## src/rtl/cnn_pkg.sv

```systemverilog
// Shared types and helpers for the layer tile sequencer.
// State encoding, systolic array constants and group-count rounding.
package cnn_pkg;

    // Sequencer FSM states
    typedef enum logic [2:0] {
        ST_IDLE  = 3'd0,
        ST_SETUP = 3'd1,
        ST_ISSUE = 3'd2,
        ST_WAIT  = 3'd3,
        ST_NEXT  = 3'd4,
        ST_DONE  = 3'd5
    } seq_state_t;

    localparam int SYSTOLIC_LOG2 = 4;

    // Width of filter/channel group counts (11-bit config plus rounding)
    localparam int GRP_W = 12;

    // ceil(val / 2^lg) done as add-then-shift
    function automatic logic [GRP_W-1:0] ceil_div_pow2(
        input logic [GRP_W-1:0] val,
        input int unsigned      lg
    );
        logic [GRP_W-1:0] bias;
        bias = GRP_W'((1 << lg) - 1);
        return (val + bias) >> lg;
    endfunction

endpackage

```

## src/rtl/layer_tile_sequencer_if.sv

```systemverilog
// Tile command bus between the sequencer and the PE datapath.
// The sequencer drives tile starts; the datapath answers with tile_done.
interface layer_tile_sequencer_if #(
    parameter int ADDR_W = 22
);
    logic              tile_start;
    logic [ADDR_W-1:0] tile_read_addr;
    logic [ADDR_W-1:0] tile_write_addr;
    logic              tile_first_ch;
    logic              tile_last_ch;
    logic              tile_done;

    modport master (
        output tile_start,
        output tile_read_addr,
        output tile_write_addr,
        output tile_first_ch,
        output tile_last_ch,
        input  tile_done
    );

    modport slave (
        input  tile_start,
        input  tile_read_addr,
        input  tile_write_addr,
        input  tile_first_ch,
        input  tile_last_ch,
        output tile_done
    );
endinterface

```

## src/rtl/layer_geom.sv

```systemverilog
// Layer geometry: output size, per-group address strides, group counts.
// Combinational from the latched config, captured on load.
module layer_geom
    import cnn_pkg::*;
#(
    parameter int LOG2   = SYSTOLIC_LOG2,
    parameter int ADDR_W = 22
) (
    input  logic              clk,
    input  logic              rst_n,
    input  logic              load,
    input  logic [8:0]        ifm_size,
    input  logic [10:0]       ifm_channel,
    input  logic [1:0]        kernel_size,
    input  logic [10:0]       num_filter,
    input  logic              maxpool_mode,
    input  logic [1:0]        maxpool_stride,
    input  logic              upsample_mode,
    output logic              empty,
    output logic              single_ch,
    output logic [8:0]        out_size,
    output logic [ADDR_W-1:0] wstride,
    output logic [ADDR_W-1:0] rstride,
    output logic [GRP_W-1:0]  nf_grp,
    output logic [GRP_W-1:0]  nc_grp
);

    logic [8:0]        conv;
    logic [8:0]        pool;
    logic [8:0]        out_d;
    logic [17:0]       osq;
    logic [17:0]       isq;
    logic [ADDR_W-1:0] wstride_d;
    logic [ADDR_W-1:0] rstride_d;
    logic [GRP_W-1:0]  nf_d;
    logic [GRP_W-1:0]  nc_d;

    assign conv = ifm_size - {7'd0, kernel_size} + 9'd1;

    // Pooling shrink then optional 2x upsample
    always_comb begin
        pool = conv;
        if (maxpool_mode) begin
            pool = (maxpool_stride == 2'd1) ? conv - 9'd1 : conv >> 1;
        end
        out_d = upsample_mode ? pool << 1 : pool;
    end

    assign osq       = {9'd0, out_d} * {9'd0, out_d};
    assign isq       = {9'd0, ifm_size} * {9'd0, ifm_size};
    assign wstride_d = ADDR_W'({osq, {LOG2{1'b0}}});
    assign rstride_d = ADDR_W'({isq, {LOG2{1'b0}}});
    assign nf_d      = ceil_div_pow2({1'b0, num_filter}, LOG2);
    assign nc_d      = ceil_div_pow2({1'b0, ifm_channel}, LOG2);
    assign empty     = (nf_d == '0) || (nc_d == '0);
    assign single_ch = (nc_d == GRP_W'(1));

    // Hold geometry for the whole tile walk
    always_ff @(posedge clk) begin
        if (!rst_n) begin
            out_size <= '0;
            wstride  <= '0;
            rstride  <= '0;
            nf_grp   <= '0;
            nc_grp   <= '0;
        end else if (load) begin
            out_size <= out_d;
            wstride  <= wstride_d;
            rstride  <= rstride_d;
            nf_grp   <= nf_d;
            nc_grp   <= nc_d;
        end
    end

endmodule

```

## src/rtl/layer_tile_sequencer.sv

```systemverilog
// Per-layer tile sequencer: walks filter groups x channel groups,
// issuing one tile at a time and reporting layer completion.
module layer_tile_sequencer
    import cnn_pkg::*;
#(
    parameter int  SYSTOLIC_SIZE = 16,
    parameter int  OFM_RAM_SIZE  = 2378675,
    localparam int ADDR_W        = $clog2(OFM_RAM_SIZE)
) (
    input  logic                   clk,
    input  logic                   rst_n,
    input  logic                   start_layer,
    input  logic [8:0]             ifm_size,
    input  logic [10:0]            ifm_channel,
    input  logic [1:0]             kernel_size,
    input  logic [10:0]            num_filter,
    input  logic                   maxpool_mode,
    input  logic [1:0]             maxpool_stride,
    input  logic                   upsample_mode,
    input  logic [ADDR_W-1:0]      start_write_addr,
    input  logic [ADDR_W-1:0]      start_read_addr,
    layer_tile_sequencer_if.master tile,
    output logic [8:0]             out_size,
    output logic                   busy,
    output logic                   done_layer
);

    localparam int SYS_LOG2 = $clog2(SYSTOLIC_SIZE);

    localparam logic [2:0] S_IDLE  = ST_IDLE;
    localparam logic [2:0] S_SETUP = ST_SETUP;
    localparam logic [2:0] S_ISSUE = ST_ISSUE;
    localparam logic [2:0] S_WAIT  = ST_WAIT;
    localparam logic [2:0] S_NEXT  = ST_NEXT;
    localparam logic [2:0] S_DONE  = ST_DONE;

    localparam logic [GRP_W-1:0] G_ONE = GRP_W'(1);

    logic [2:0]        state;

    logic [8:0]        cfg_ifm_size;
    logic [10:0]       cfg_ifm_channel;
    logic [1:0]        cfg_kernel_size;
    logic [10:0]       cfg_num_filter;
    logic              cfg_maxpool_mode;
    logic [1:0]        cfg_maxpool_stride;
    logic              cfg_upsample_mode;
    logic [ADDR_W-1:0] cfg_wr_base;
    logic [ADDR_W-1:0] cfg_rd_base;

    logic              geom_empty;
    logic              geom_single_ch;
    logic [ADDR_W-1:0] wstride;
    logic [ADDR_W-1:0] rstride;
    logic [GRP_W-1:0]  nf_grp;
    logic [GRP_W-1:0]  nc_grp;

    logic [GRP_W-1:0]  f_cnt;
    logic [GRP_W-1:0]  c_cnt;
    logic [ADDR_W-1:0] rd_ptr;
    logic [ADDR_W-1:0] wr_ptr;
    logic              start_q;
    logic              first_q;
    logic              last_q;

    logic              c_more;
    logic              f_more;
    logic              c_next_last;

    assign c_more      = c_cnt < (nc_grp - G_ONE);
    assign f_more      = f_cnt < (nf_grp - G_ONE);
    assign c_next_last = (c_cnt + G_ONE) == (nc_grp - G_ONE);

    assign tile.tile_start      = start_q;
    assign tile.tile_read_addr  = rd_ptr;
    assign tile.tile_write_addr = wr_ptr;
    assign tile.tile_first_ch   = first_q;
    assign tile.tile_last_ch    = last_q;

    layer_geom #(
        .LOG2   (SYS_LOG2),
        .ADDR_W (ADDR_W)
    ) u_geom (
        .clk            (clk),
        .rst_n          (rst_n),
        .load           (state == S_SETUP),
        .ifm_size       (cfg_ifm_size),
        .ifm_channel    (cfg_ifm_channel),
        .kernel_size    (cfg_kernel_size),
        .num_filter     (cfg_num_filter),
        .maxpool_mode   (cfg_maxpool_mode),
        .maxpool_stride (cfg_maxpool_stride),
        .upsample_mode  (cfg_upsample_mode),
        .empty          (geom_empty),
        .single_ch      (geom_single_ch),
        .out_size       (out_size),
        .wstride        (wstride),
        .rstride        (rstride),
        .nf_grp         (nf_grp),
        .nc_grp         (nc_grp)
    );

    // Capture layer config only when a start is accepted in IDLE
    always_ff @(posedge clk) begin
        if (!rst_n) begin
            cfg_ifm_size       <= '0;
            cfg_ifm_channel    <= '0;
            cfg_kernel_size    <= '0;
            cfg_num_filter     <= '0;
            cfg_maxpool_mode   <= 1'b0;
            cfg_maxpool_stride <= '0;
            cfg_upsample_mode  <= 1'b0;
            cfg_wr_base        <= '0;
            cfg_rd_base        <= '0;
        end else if (state == S_IDLE && start_layer) begin
            cfg_ifm_size       <= ifm_size;
            cfg_ifm_channel    <= ifm_channel;
            cfg_kernel_size    <= kernel_size;
            cfg_num_filter     <= num_filter;
            cfg_maxpool_mode   <= maxpool_mode;
            cfg_maxpool_stride <= maxpool_stride;
            cfg_upsample_mode  <= upsample_mode;
            cfg_wr_base        <= start_write_addr;
            cfg_rd_base        <= start_read_addr;
        end
    end

    // Tile walk: channel groups inner, filter groups outer
    always_ff @(posedge clk) begin
        if (!rst_n) begin
            state      <= S_IDLE;
            busy       <= 1'b0;
            done_layer <= 1'b0;
            start_q    <= 1'b0;
            first_q    <= 1'b0;
            last_q     <= 1'b0;
            f_cnt      <= '0;
            c_cnt      <= '0;
            rd_ptr     <= '0;
            wr_ptr     <= '0;
        end else begin
            start_q    <= 1'b0;
            done_layer <= 1'b0;
            case (state)
                S_IDLE: begin
                    if (start_layer) begin
                        busy  <= 1'b1;
                        state <= S_SETUP;
                    end
                end
                S_SETUP: begin
                    f_cnt  <= '0;
                    c_cnt  <= '0;
                    rd_ptr <= cfg_rd_base;
                    wr_ptr <= cfg_wr_base;
                    if (geom_empty) begin
                        done_layer <= 1'b1;
                        state      <= S_DONE;
                    end else begin
                        start_q <= 1'b1;
                        first_q <= 1'b1;
                        last_q  <= geom_single_ch;
                        state   <= S_ISSUE;
                    end
                end
                S_ISSUE: begin
                    state <= S_WAIT;
                end
                S_WAIT: begin
                    if (tile.tile_done) begin
                        state <= S_NEXT;
                    end
                end
                S_NEXT: begin
                    if (c_more) begin
                        c_cnt   <= c_cnt + G_ONE;
                        rd_ptr  <= rd_ptr + rstride;
                        first_q <= 1'b0;
                        last_q  <= c_next_last;
                        start_q <= 1'b1;
                        state   <= S_ISSUE;
                    end else if (f_more) begin
                        f_cnt   <= f_cnt + G_ONE;
                        c_cnt   <= '0;
                        rd_ptr  <= cfg_rd_base;
                        wr_ptr  <= wr_ptr + wstride;
                        first_q <= 1'b1;
                        last_q  <= (nc_grp == G_ONE);
                        start_q <= 1'b1;
                        state   <= S_ISSUE;
                    end else begin
                        done_layer <= 1'b1;
                        state      <= S_DONE;
                    end
                end
                S_DONE: begin
                    busy  <= 1'b0;
                    state <= S_IDLE;
                end
                default: begin
                    busy  <= 1'b0;
                    state <= S_IDLE;
                end
            endcase
        end
    end

endmodule

```

## src/flat_wrapper.sv

```systemverilog
// flat-port wrapper written by rule: the top's interface ports become plain ports
module layer_tile_sequencer_flat import cnn_pkg::*;
#(
    parameter int  SYSTOLIC_SIZE = 16,
    parameter int  OFM_RAM_SIZE  = 2378675,
    localparam int ADDR_W        = $clog2(OFM_RAM_SIZE)
)
  (clk, rst_n, start_layer, ifm_size, ifm_channel, kernel_size, num_filter, maxpool_mode, maxpool_stride, upsample_mode, start_write_addr, start_read_addr, out_size, busy, done_layer, tile_tile_start, tile_tile_read_addr, tile_tile_write_addr, tile_tile_first_ch, tile_tile_last_ch, tile_tile_done);
  layer_tile_sequencer_if #(.ADDR_W(($clog2(2378675)))) tile_i ();
  input  logic clk;
  input  logic rst_n;
  input  logic start_layer;
  input  logic [8:0] ifm_size;
  input  logic [10:0] ifm_channel;
  input  logic [1:0] kernel_size;
  input  logic [10:0] num_filter;
  input  logic maxpool_mode;
  input  logic [1:0] maxpool_stride;
  input  logic upsample_mode;
  input  logic [ADDR_W-1:0] start_write_addr;
  input  logic [ADDR_W-1:0] start_read_addr;
  output logic [8:0] out_size;
  output logic busy;
  output logic done_layer;
  output wire logic [$bits(tile_i.tile_start)-1:0] tile_tile_start;
  output wire logic [$bits(tile_i.tile_read_addr)-1:0] tile_tile_read_addr;
  output wire logic [$bits(tile_i.tile_write_addr)-1:0] tile_tile_write_addr;
  output wire logic [$bits(tile_i.tile_first_ch)-1:0] tile_tile_first_ch;
  output wire logic [$bits(tile_i.tile_last_ch)-1:0] tile_tile_last_ch;
  input wire logic [$bits(tile_i.tile_done)-1:0] tile_tile_done;
  assign tile_tile_start = tile_i.tile_start;
  assign tile_tile_read_addr = tile_i.tile_read_addr;
  assign tile_tile_write_addr = tile_i.tile_write_addr;
  assign tile_tile_first_ch = tile_i.tile_first_ch;
  assign tile_tile_last_ch = tile_i.tile_last_ch;
  assign tile_i.tile_done = tile_tile_done;
  layer_tile_sequencer #(.SYSTOLIC_SIZE(SYSTOLIC_SIZE), .OFM_RAM_SIZE(OFM_RAM_SIZE)) u_core (.clk(clk), .rst_n(rst_n), .start_layer(start_layer), .ifm_size(ifm_size), .ifm_channel(ifm_channel), .kernel_size(kernel_size), .num_filter(num_filter), .maxpool_mode(maxpool_mode), .maxpool_stride(maxpool_stride), .upsample_mode(upsample_mode), .start_write_addr(start_write_addr), .start_read_addr(start_read_addr), .tile(tile_i), .out_size(out_size), .busy(busy), .done_layer(done_layer));
endmodule
```

## config.mk

```make
export PLATFORM = sky130hd
export DESIGN_NAME = layer_tile_sequencer_flat
export DESIGN_NICKNAME = d
export VERILOG_FILES = /design/src/rtl/cnn_pkg.sv /design/src/rtl/layer_tile_sequencer_if.sv /design/src/rtl/layer_geom.sv /design/src/rtl/layer_tile_sequencer.sv /design/src/flat_wrapper.sv
export SDC_FILE = /design/constraint.sdc
export NUM_CORES = 1
export LEC_CHECK = 0
export CAP_MARGIN = 20
export CELL_PAD_IN_SITES_DETAIL_PLACEMENT = 0
export CELL_PAD_IN_SITES_GLOBAL_PLACEMENT = 1
export CORE_MARGIN = 3
export CORE_UTILIZATION = 45
export DETAILED_ROUTE_END_ITERATION = 7
export PLACE_DENSITY = 0.84
export SYNTH_ARGS = -nofsm -noshare
export SYNTH_HDL_FRONTEND = slang
export SYNTH_SLANG_ARGS = --single-unit
```

## constraint.sdc

```tcl
create_clock -name clk -period 18.97 [get_ports clk]
set_input_delay 1.897 -clock clk [delete_from_list [all_inputs] [get_ports clk]]
set_output_delay 1.897 -clock clk [all_outputs]
set_load 0.01 [all_outputs]
```

# ---- After elaboration in Yosys (flattened, before gate mapping)
# Cells that the tools add are included.
dict set report totals {
  word_cells 105
  register_bits 218
  in_bits 85
}
dict set report op_classes {
  eq_ne 14
  bitwise 1
  n_mux 39
  order_cmp 2
  n_addsub 11
  reduce_logical 12
  n_mul 2
}
# cell n
set ops {}
lappend ops {{22-bit 2-to-1 mux} 4}
lappend ops {{22-bit one-hot mux with 2 select lines} 2}
lappend ops {{12-bit 2-to-1 mux} 4}
lappend ops {{12-bit one-hot mux with 2 select lines} 2}
lappend ops {{22-bit adder} 2}
lappend ops {{9-bit by 9-bit multiplier with 18-bit output} 2}
lappend ops {{9-bit 2-to-1 mux} 3}
lappend ops {{11-bit by 4-bit adder with 12-bit output (second input constant)} 2}
lappend ops {{12-bit by 1-bit adder with 12-bit output (second input constant)} 2}
lappend ops {{12-bit zero test} 2}
lappend ops {{12-bit less-than comparator} 2}
lappend ops {{8-bit by 1-bit subtractor with 9-bit output (second input constant)} 2}
lappend ops {{8-bit by 1-bit equality test with 1-bit output (second input constant)} 2}
lappend ops {{3-bit 2-to-1 mux} 5}
lappend ops {{3-bit one-hot mux with 5 select lines} 1}
lappend ops {{1-bit 2-to-1 mux} 13}
lappend ops {{12-bit equality test} 1}
lappend ops {{1-bit one-hot mux with 2 select lines} 5}
lappend ops {{9-bit by 1-bit adder with 9-bit output (second input constant)} 1}
lappend ops {{9-bit by 1-bit subtractor with 9-bit output (second input constant)} 1}
lappend ops {{9-bit by 2-bit subtractor with 9-bit output} 1}
lappend ops {{2-bit != test (second input constant)} 4}
lappend ops {{3-bit by 2-bit equality test with 1-bit output (second input constant)} 2}
lappend ops {{2-bit AND reduction} 3}
lappend ops {{other kinds (12)} 13}

# ---- Logic depth before layout (Yosys ltp)
# Gate-level depths: netlist of run 1.
dict set report depth {
  word_depth 7
  ltp_mapped 33
  mapped_depth_nobuf 32
}

# ---- Cells and area by module
# A second synthesis of run 1 with hierarchy kept.
dict set report unflattened {
  hier_cells 2068
  area_unflattened_um2 16991.3
}
# mod seq_area_each_um2 area_each_um2 instances cells_each
set modules_own_cells {}
lappend modules_own_cells {layer_tile_sequencer 3143.0 9495.4 1 1183}
lappend modules_own_cells {layer_geom 1161.1 7495.9 1 885}

# ---- Worst setup path after synthesis of run 1
# OpenSTA, ideal clock, no wires.
dict set report synth_path {
  path_kind {register to register}
  start {register u_core.cfg_ifm_size[1]}
  end {register u_core.u_geom.wstride[21]}
  n_path_buf 0
  setup_slack_ns 11.600
  path_stages_with_launch 31
  arrival_time_ns 7.275
  t_required_ns 18.875
  period_less_slack_ns 7.370
  path_cell_list {dfxtp_1 clkinv_1 ha_1 inv_1 ha_1 inv_1 fa_1 nand2b_1 a21oi_2 xor2_1 nor4_2 mux2i_1 a221o_2 mux2_2 nand2_1 fa_1 fa_1 inv_1 fa_1 inv_1 fa_1 inv_1 ha_1 o21a_1 o21a_1 a311oi_1 o21bai_1 a21oi_1 o21ai_0 or4_1 o311ai_1}
}
dict set report synth_between {
  elab_chain_len 7
}
# item line
set synth_lines {}
lappend synth_lines {{start: declaration} layer_tile_sequencer.sv:41} ;# logic [8:0] cfg_ifm_size;
lappend synth_lines {{start signal: assignment} layer_tile_sequencer.sv:116} ;# cfg_ifm_size <= ifm_size;
lappend synth_lines {{9-bit by 2-bit subtractor with 9-bit output (*)} layer_geom.sv:38} ;# assign conv = ifm_size - {7'd0, kernel_size} + 9'd1;
lappend synth_lines {{9-bit by 1-bit adder with 9-bit output (*)} layer_geom.sv:38}
lappend synth_lines {{9-bit by 1-bit subtractor with 9-bit output} layer_geom.sv:44} ;# pool = (maxpool_stride == 2'd1) ? conv - 9'd1 : conv >> 1;
lappend synth_lines {{9-bit 2-to-1 mux} layer_geom.sv:44}
lappend synth_lines {{9-bit 2-to-1 mux (*)} layer_geom.sv:43} ;# if (maxpool_mode) begin
lappend synth_lines {{9-bit 2-to-1 mux (*)} layer_geom.sv:46} ;# out_d = upsample_mode ? pool << 1 : pool;
lappend synth_lines {{9-bit by 9-bit multiplier with 18-bit output (*)} layer_geom.sv:49} ;# assign osq = {9'd0, out_d} * {9'd0, out_d};
lappend synth_lines {{end signal: assignment} layer_geom.sv:68} ;# wstride <= wstride_d;
lappend synth_lines {{end: declaration} layer_geom.sv:22} ;# output logic [ADDR_W-1:0] wstride,
# Mark *: on every way between the ends. The rest lies on a longest branch, timed or not.
# A chain may end at the register's enable or synchronous reset.

# ---- Worst setup path after layout of run 1
# Ends and elaborated chain as after synthesis.

==> results_dict.tcl, run 1 <==
set metrics [dict create \
    multiInputGateArea_um2 10200 \
    synthFlopType "dfxtp_1" \
    maxCapViolCount 0 \
    nNetsFinal 2358 \
    diodes 0 \
    root_buffer "clkbuf_16" \
    seq_area_frac_synth 0.278 \
    worst_pin_slew_ns 1.03 \
    fmax_ghz 0.126 \
    cpMaxStageDelayCell "fa_1" \
    outcome "completed" \
    crit_required_ns 19.40 \
    synth_nets 2265 \
    max_slew_margin 0.312 \
    grt_pass1_wl_um 66200 \
    syn_to_final_growth_pct 17.2 \
    fillers 3234 \
    min_path_type "flop to flop" \
    vias 13500 \
    clk_pin_slew_worst_paths_ns 0.06 \
    yosys_warnings 0 \
    final-max-slew-violation-count 0 \
    cp_data_arrival_time_ns 8.37 \
    seqCellArea_um2 4300 \
    routed_wl_um 40100 \
    finalSetupTns_ns 0 \
    setup_viol 0 \
    synth_cell_types 75 \
    syn_area_um2 15500 \
    die_y_um 191 \
    setup.worst_path.start_class "flop" \
    ios 143 \
    routed_via_density 5.35 \
    clkLatencyLatePin_ns 0.53 \
    synthesis.instances 1963 \
    syn_avg_cell_area_um2 7.88 \
    layout_commonest_cell "nand2_1" \
    cts-buffers-inserted 26 \
    port_buffers 142 \
    grt_pass1_vias 13000 \
    async_reset_ff_frac 0 \
    dpl.cell_count 2475 \
    htree_levels 1 \
    drive_gt1_frac 0.0391 \
    cts_hold_buf 0 \
    rsz0062_at_grt "false" \
    fin_crit_ns 7.94 \
    track_usage 0.219 \
    drt-initial-drc-count 804 \
    final_core_utilization 0.538 \
    grt_max_degree 110 \
    gp_congestion 0.867 \
    core_area_um2 33700 \
    period_share 0.418 \
    finalHoldViolCount 0 \
    end_kind "flop" \
    instances_no_fill 2522 \
    synth_edf_count 0 \
    drc 0 \
    cts_resized 0 \
    antenna_left 0 \
    crit_type "flop to flop" \
    rrSetupSlack_ns 11.03 \
    gr-total-overflow 0 \
    die_w_um 191 \
    fin_skew_ns 0.0128 \
    cts_sinks 215 \
    cts_setup_buffers 0 \
    cp_max_fo 10 \
    antenna_found_initial 0 \
    drt_first_pass_iters 7 \
    synth_seq_cells 215 \
    cts_tree "done" \
    post_drt_wl_per_cell_um 15.9 \
    cts-root-to-sink-buffers 3 \
    fp-row-count 67 \
    critical_path.max_stage_delay_ns 0.55 \
    hpwl_um 29500 \
    start_util 0.459 \
    final_cell_mix "nand2_1 (380), dfxtp_1 (215), a21oi_1 (184)" \
    die-area_um2 36600 \
]
[metrics by stage]
stage          hold WS (ns)  instance area, um2  worst slack [ns]
2_1_floorplan         0.429               15500             11.60
3_3_place_gp          0.437               17200             11.20
3_5_place_dp          0.444               17200             11.04
4_1_cts               0.452               18100             11.00
5_1_grt               0.478               18100             10.37
6_report              0.451               18100             11.03
[sequential cells by signal, summed over array words and instances (netlist names), 2 cells and up]
| name | count |
|---|---|
| u_core.u_geom.out_size | 9 |
| u_core.u_geom.nf_grp | 8 |
| u_core.cfg_ifm_size | 9 |
| u_core.u_geom.rstride | 17 |
| u_core.cfg_ifm_channel | 11 |
| u_core.state | 3 |
| u_core.u_geom.nc_grp | 8 |
| u_core.cfg_wr_base | 22 |
| u_core.c_cnt | 12 |
| u_core.cfg_kernel_size | 2 |
| u_core.f_cnt | 12 |
| u_core.cfg_num_filter | 11 |
| u_core.tile.tile_write_addr | 22 |
| u_core.tile.tile_read_addr | 22 |
| u_core.u_geom.wstride | 16 |
| u_core.cfg_maxpool_stride | 2 |
| u_core.cfg_rd_base | 22 |
[worst paths after layout]
path	startpoint	endpoint	cells past startpoint
setup / recovery	u_core.cfg_ifm_size[1]$_SDFFE_PN0P_	u_core.u_geom.wstride[21]$_SDFFE_PN0N_	30
hold / removal	u_core.tile.tile_read_addr[0]$_SDFFE_PN0P_	u_core.tile.tile_read_addr[0]$_SDFFE_PN0P_	2
setup reg to reg	u_core.cfg_ifm_size[1]$_SDFFE_PN0P_	u_core.u_geom.wstride[21]$_SDFFE_PN0N_	30
hold reg to reg	u_core.tile.tile_read_addr[0]$_SDFFE_PN0P_	u_core.tile.tile_read_addr[0]$_SDFFE_PN0P_	2
[metal layers]
metal  up-vias  global-route usage  routed length (um)
met3        63              0.0231                1700
met2       240               0.358               18200
met5         -                   0                   0
met1      6388               0.310               19200
li1       6813                   -                   -
met4         0              0.0536                 961
[synth_stat cells, types with 16 or more instances]
cell	instances	area [um2]
nor2_1	160	601
o21ai_0	64	320
and2_1	20	125
nand2_1	381	1430
dfxtp_1	215	4300
xor2_1	40	350
a211oi_1	26	195
inv_1	174	653
a21oi_1	184	921
nor3_1	37	185
xnor2_1	73	639
a21o_1	22	165
fa_1	72	1440
ha_1	145	1810
nand3_1	31	155
clkbuf_1	66	248
a311oi_1	16	140
[area by class of cell]
type                    instances  area share
clock buffers                  40      0.0444
multi-input cells            1486       0.562
well taps                     448      0.0309
repair buffers                151      0.0833
clock inverters                 6     0.00504
inverters                     176      0.0367
flip-flops and latches        215       0.238
[kinds of logic (layout without fill, tap and decap cells)]
| logic type | count (synthesis) | after routing | synth area share |
|---|---|---|---|
| AOI/OAI and AO/OA | 416 | 416 | 0.167 |
| xor gates and xnor gates | 115 | 115 | 0.0661 |
| adders and majority gates | 217 | 217 | 0.211 |
| buffers and inverters | 262 | 373 | 0.0651 |
| DFF | 215 | 215 | 0.278 |
| muxes | 16 | 16 | 0.0107 |
| and+or+nand+nor | 722 | 722 | 0.202 |
[critical path: cells and delay by family (launching register included)]
family / cells / cell delay (ns)
AOI/OAI and AO/OA: 9 / 2.03
muxes: 1 / 0.13
and+or+nand+nor: 5 / 1.10
xor gates and xnor gates: 1 / 0.40
adders and majority gates: 8 / 3.23
buffers and inverters: 6 / 0.55
DFF: 1 / 0.40
Power of run 1 is not shown: default switching activity piles up to over one toggle a cycle in this logic, so the estimate is an artifact.
==> run 2: changes to the inputs <==
--- a/config.mk
+++ b/config.mk
@@ -9,9 +9,9 @@
 export CELL_PAD_IN_SITES_DETAIL_PLACEMENT = 0
 export CELL_PAD_IN_SITES_GLOBAL_PLACEMENT = 1
 export CORE_MARGIN = 3
-export CORE_UTILIZATION = 45
+export CORE_UTILIZATION = 40
 export DETAILED_ROUTE_END_ITERATION = 7
-export PLACE_DENSITY = 0.84
+export PLACE_DENSITY = 0.79
 export SYNTH_ARGS = -nofsm -noshare
 export SYNTH_HDL_FRONTEND = slang
 export SYNTH_SLANG_ARGS = --single-unit
==> constraint.sdc (replaced) <==
create_clock -name clk -period 6.9 [get_ports clk]
set_input_delay 0.69 -clock clk [delete_from_list [all_inputs] [get_ports clk]]
set_output_delay 0.69 -clock clk [all_outputs]
set_load 0.01 [all_outputs]
==> results_dict.tcl, run 2 (synthesized netlist as in run 1, its figures left out) <==
set metrics [dict create \
    clk_pin_slew_worst_paths_ns 0.06 \
    grt_pass1_vias 13400 \
    cts_tree "done" \
    period_share 0.986 \
    crit_type "flop to flop" \
    layout_commonest_cell "nand2_1" \
    fin_skew_ns 0.0275 \
    cts-buffers-inserted 26 \
    die_y_um 203 \
    clkLatencyLatePin_ns 0.55 \
    final_cell_mix "nand2_1 (376), dfxtp_1 (214), a21oi_1 (182)" \
    post_drt_wl_per_cell_um 16.1 \
    multiInputGateArea_um2 10400 \
    crit_required_ns 7.29 \
    cpMaxStageDelayCell "fa_1" \
    hpwl_um 31500 \
    final-max-slew-violation-count 0 \
    port_buffers 142 \
    root_buffer "clkbuf_16" \
    routed_wl_um 42600 \
    min_path_type "flop to flop" \
    drt-initial-drc-count 754 \
    grt_max_degree 87 \
    ios 143 \
    finalHoldViolCount 0 \
    seqCellArea_um2 4310 \
    fmax_ghz 0.147 \
    instances_no_fill 2645 \
    die_w_um 203 \
    max_slew_margin 0.304 \
    drt_first_pass_iters 5 \
    cp_max_fo 4 \
    gp_congestion 0.859 \
    start_util 0.409 \
    die-area_um2 41000 \
    htree_levels 1 \
    worst_pin_slew_ns 1.04 \
    end_kind "flop" \
    grt_pass1_wl_um 69400 \
    gr-total-overflow 0 \
    setup_viol 0 \
    routed_via_density 5.16 \
    cts_hold_buf 0 \
    maxCapViolCount 0 \
    setup.worst_path.start_class "flop" \
    diodes 0 \
    dpl.cell_count 2588 \
    cts_sinks 215 \
    cts-root-to-sink-buffers 3 \
    cp_data_arrival_time_ns 7.19 \
    track_usage 0.204 \
    drive_gt1_frac 0.0872 \
    nNetsFinal 2419 \
    outcome "completed" \
    rsz0062_at_grt "true" \
    fp-row-count 71 \
    crit_path_frequent_cell "fa_1" \
    antenna_found_initial 0 \
    antenna_left 0 \
    cp.buffers_inverters 9 \
    fillers 3755 \
    vias 13700 \
    cp_top_family "adder cells" \
    syn_to_final_growth_pct 21.7 \
    critical_path.max_stage_delay_ns 0.55 \
    fin_crit_ns 6.80 \
    core_area_um2 37800 \
    drc 0 \
]
==> run 2: layout make-up <==
type	instances	share of cell area
flip-flops and latches	215	0.229
repair buffers	212	0.105
clock buffers	37	0.0394
clock inverters	8	0.00286
well taps	511	0.0340
inverters	176	0.0358
multi-input cells	1486	0.554
==> run 2: worst paths after layout <==
path,from,endpoint,slack (ns),cells past startpoint
setup reg to reg,u_core.cfg_ifm_size[1]$_SDFFE_PN0P_,u_core.u_geom.wstride[21]$_SDFFE_PN0N_,0.1,32
hold reg to reg,u_core.cfg_wr_base[3]$_SDFFE_PN0P_,u_core.tile.tile_write_addr[3]$_SDFFE_PN0P_,0.45,2
setup / recovery,u_core.cfg_ifm_size[1]$_SDFFE_PN0P_,u_core.u_geom.wstride[21]$_SDFFE_PN0N_,0.1,32
hold / removal,u_core.cfg_wr_base[3]$_SDFFE_PN0P_,u_core.tile.tile_write_addr[3]$_SDFFE_PN0P_,0.45,2
==> run 2: timing repair <==
item                                    4_1_cts  5_1_grt
buffers inserted                              7        7
pin swaps                                    25       30
resized for setup                            20       31
gates cloned                                  0        0
endpoints found under the setup margin        2        6
==> run 2: tightest hold or removal path: cells and delay by family, from the launching register on <==
family	cells	cell delay [ns]
simple gates	1	0.05
flops	1	0.31
compound gates	1	0.05
==> run 2: metrics by stage <==
stage	instance area [um2]	setup TNS [ns]	hold slack, ns	util	worst slack, ns
2_1_floorplan	15500	0	0.429	-	0.0144
3_3_place_gp	17700	0	0.440	0.468	0.00483
3_5_place_dp	17700	-0.136	0.446	0.468	-0.128
4_1_cts	18700	-0.00789	0.454	0.493	-0.00789
5_1_grt	18800	-0.350	0.470	0.497	-0.165
6_report	18800	0	0.450	0.497	0.0964
==> run 2: per-layer routing <==
layer	track usage	share of wire	wire length, um
met1	0.284	0.48	20600
met5	0	0	0
met3	0.0244	0.037	1560
met4	0.0460	0.020	860
met2	0.339	0.46	19600
Power of run 2 is left out for the same reason.
==> run 3: changes to the inputs <==
--- a/config.mk
+++ b/config.mk
@@ -5,11 +5,12 @@
 export SDC_FILE = /design/constraint.sdc
 export NUM_CORES = 1
 export LEC_CHECK = 0
+export ABC_AREA = 1
 export CAP_MARGIN = 20
 export CELL_PAD_IN_SITES_DETAIL_PLACEMENT = 0
 export CELL_PAD_IN_SITES_GLOBAL_PLACEMENT = 1
 export CORE_MARGIN = 3
-export CORE_UTILIZATION = 40
+export CORE_UTILIZATION = 39
 export DETAILED_ROUTE_END_ITERATION = 7
 export PLACE_DENSITY = 0.79
 export SYNTH_ARGS = -nofsm -noshare
==> results_dict.tcl, run 3 <==
set metrics [dict create \
    outcome "completed" \
    diodes 0 \
    min_path_type "flop to flop" \
    antenna_left 0 \
    root_buffer "clkbuf_16" \
    instances_no_fill 2865 \
    port_buffers 142 \
    synthFlopType "dfxtp_1" \
    yosys_warnings 0 \
    clkLatencyLatePin_ns 0.56 \
    hpwl_um 33200 \
    clk_pin_slew_worst_paths_ns 0.06 \
    start_util 0.397 \
    crit_cells 36 \
    routed_via_density 4.97 \
    cp-startpoint "u_core.cfg_ifm_size[1]$_SDFFE_PN0P_" \
    grt_pass1_wl_um 72700 \
    cts_hold_buf 0 \
    ios 143 \
    rrSetupSlack_ns 0.43 \
    fin_crit_ns 6.47 \
    cpMaxStageDelayCell "fa_2" \
    synth_top_area_share 0.271 \
    crit_required_ns 7.35 \
    rr_worst_depth 36 \
    vias 14200 \
    r2r-end "u_core.u_geom.wstride[19]$_SDFFE_PN0N_" \
    core_area_um2 40000 \
    htree_levels 1 \
    gp_congestion 0.858 \
    fp-row-count 73 \
    drt-initial-drc-count 774 \
    routed_wl_um 44100 \
    async_reset_ff_frac 0 \
    drc 0 \
    drive_gt1_frac 0.0615 \
    syn_area_um2 15900 \
    final_cell_mix "nand2_1 (451), inv_1 (349), a21oi_1 (235)" \
    cp_top_family "adder cells" \
    synth_seq_cells 215 \
    die_y_um 208 \
    critical_path.max_stage_delay_ns 0.54 \
    cp_data_arrival_time_ns 6.92 \
    period_share 0.938 \
    setup_viol 0 \
    worst_pin_slew_ns 1.00 \
    cts-root-to-sink-buffers 3 \
    antenna_found_initial 0 \
    end_kind "flop" \
    fin_skew_ns 0.0202 \
    finalSetupTns_ns 0 \
    track_usage 0.201 \
    synth_common_cells "nand2_1 (451), inv_1 (349), a21oi_1 (236)" \
    nNetsFinal 2626 \
    hold_start "u_core.cfg_rd_base[1]$_SDFFE_PN0P_" \
    fillers 4104 \
    die-area_um2 43200 \
    cts_tree "done" \
    fmax_ghz 0.154 \
    seqCellArea_um2 4310 \
    synth_edf_count 0 \
    synth_nets 2511 \
    grt_pass1_vias 13900 \
    syn_avg_cell_area_um2 7.20 \
    max_slew_margin 0.331 \
    post_drt_wl_per_cell_um 15.4 \
    yosysMostFrequentCell "nand2_1" \
    grt_max_degree 96 \
    synthesis.instances 2209 \
    endpoint "u_core.u_geom.wstride[19]$_SDFFE_PN0N_" \
    setup.worst_path.start_class "flop" \
    crit_type "flop to flop" \
    finalHoldViolCount 0 \
    maxCapViolCount 0 \
    cp.buffers_inverters 8 \
    synth_largest_area_cell "dfxtp_1" \
    cp_max_fo 6 \
    cts_sinks 215 \
    cts-buffers-inserted 26 \
    layout_commonest_cell "nand2_1" \
    die_w_um 208 \
    ys_top_cells_by_area "dfxtp_1 (27%), ha_1 (11%), nand2_1 (11%), fa_1 (9.1%), inv_1 (8.2%)" \
    synth_cell_types 54 \
    drt_first_pass_iters 5 \
    final-max-slew-violation-count 0 \
    rr_startpoint "u_core.cfg_ifm_size[1]$_SDFFE_PN0P_" \
    gr-total-overflow 0 \
    multiInputGateArea_um2 9920 \
    dpl.cell_count 2818 \
    syn_to_final_growth_pct 17.4 \
    seq_area_frac_synth 0.271 \
]
-- run 3: worst reg2reg max path, delay by kind of cell (launching register included) --
| kind | cells | cell delay, ns |
|---|---|---|
| AOI/OAI and AO/OA | 5 | 0.89 |
| adders and majority gates | 8 | 3.44 |
| buffers and inverters | 8 | 0.45 |
| DFF | 1 | 0.32 |
| and+or+nand+nor | 15 | 1.25 |
-- run 3: cells by family after synthesis --
logic type	share of synthesized area
AND/OR/NAND/NOR	0.205
AO/OA/AOI/OAI	0.176
buffers and inverters	0.109
adder cells (fa/ha/maj)	0.205
flip-flops	0.271
XOR/XNOR	0.0357
-- run 3: per-layer routing --
metal  vias to the layer above  part of all wire  track usage  wire length, um
met3                        48             0.040       0.0290             1760
met5                         -                 0            0                0
met4                         0             0.020       0.0402              884
met1                      6588              0.51        0.291            22300
met2                       236              0.43        0.323            19200
li1                       7368                 -            -                -
-- run 3: how the worst min path moves through the flow --
stage	to	slack (ns)	depth (start not counted)
2_1_floorplan	u_core.cfg_wr_base[0]$_SDFFE_PN0P_	0.42	2
3_3_place_gp	u_core.cfg_wr_base[1]$_SDFFE_PN0P_	0.44	2
3_5_place_dp	u_core.cfg_wr_base[3]$_SDFFE_PN0P_	0.44	2
4_1_cts	u_core.cfg_wr_base[3]$_SDFFE_PN0P_	0.45	2
5_1_grt	u_core.cfg_ifm_channel[2]$_SDFFE_PN0P_	0.47	2
6_report	u_core.cfg_rd_base[1]$_SDFFE_PN0P_	0.45	2
-- run 3: layout make-up --
type                       instances  area share
multi-input combinational       1552       0.531
sequential                       215       0.231
timing repair buffer             161      0.0836
inverter                         368      0.0742
clock buffer                      33      0.0373
tap                              525      0.0352
clock inverter                    11     0.00797
-- run 3: timing repair --
action                     4_1_cts  5_1_grt
setup endpoints to repair        0        6
resized for setup                0        9
buffers inserted                 0        3
-- run 3: per-stage QoR --
stage | utilization | setup WS (ns) | hold slack (ns) | area, um2
2_1_floorplan | - | 0.494 | 0.425 | 15900
3_3_place_gp | 0.444 | 0.366 | 0.436 | 17800
3_5_place_dp | 0.444 | 0.246 | 0.442 | 17800
4_1_cts | 0.465 | 0.214 | 0.450 | 18600
5_1_grt | 0.467 | -0.00584 | 0.469 | 18700
6_report | 0.467 | 0.427 | 0.450 | 18700
Power of run 3 is left out for the same reason.
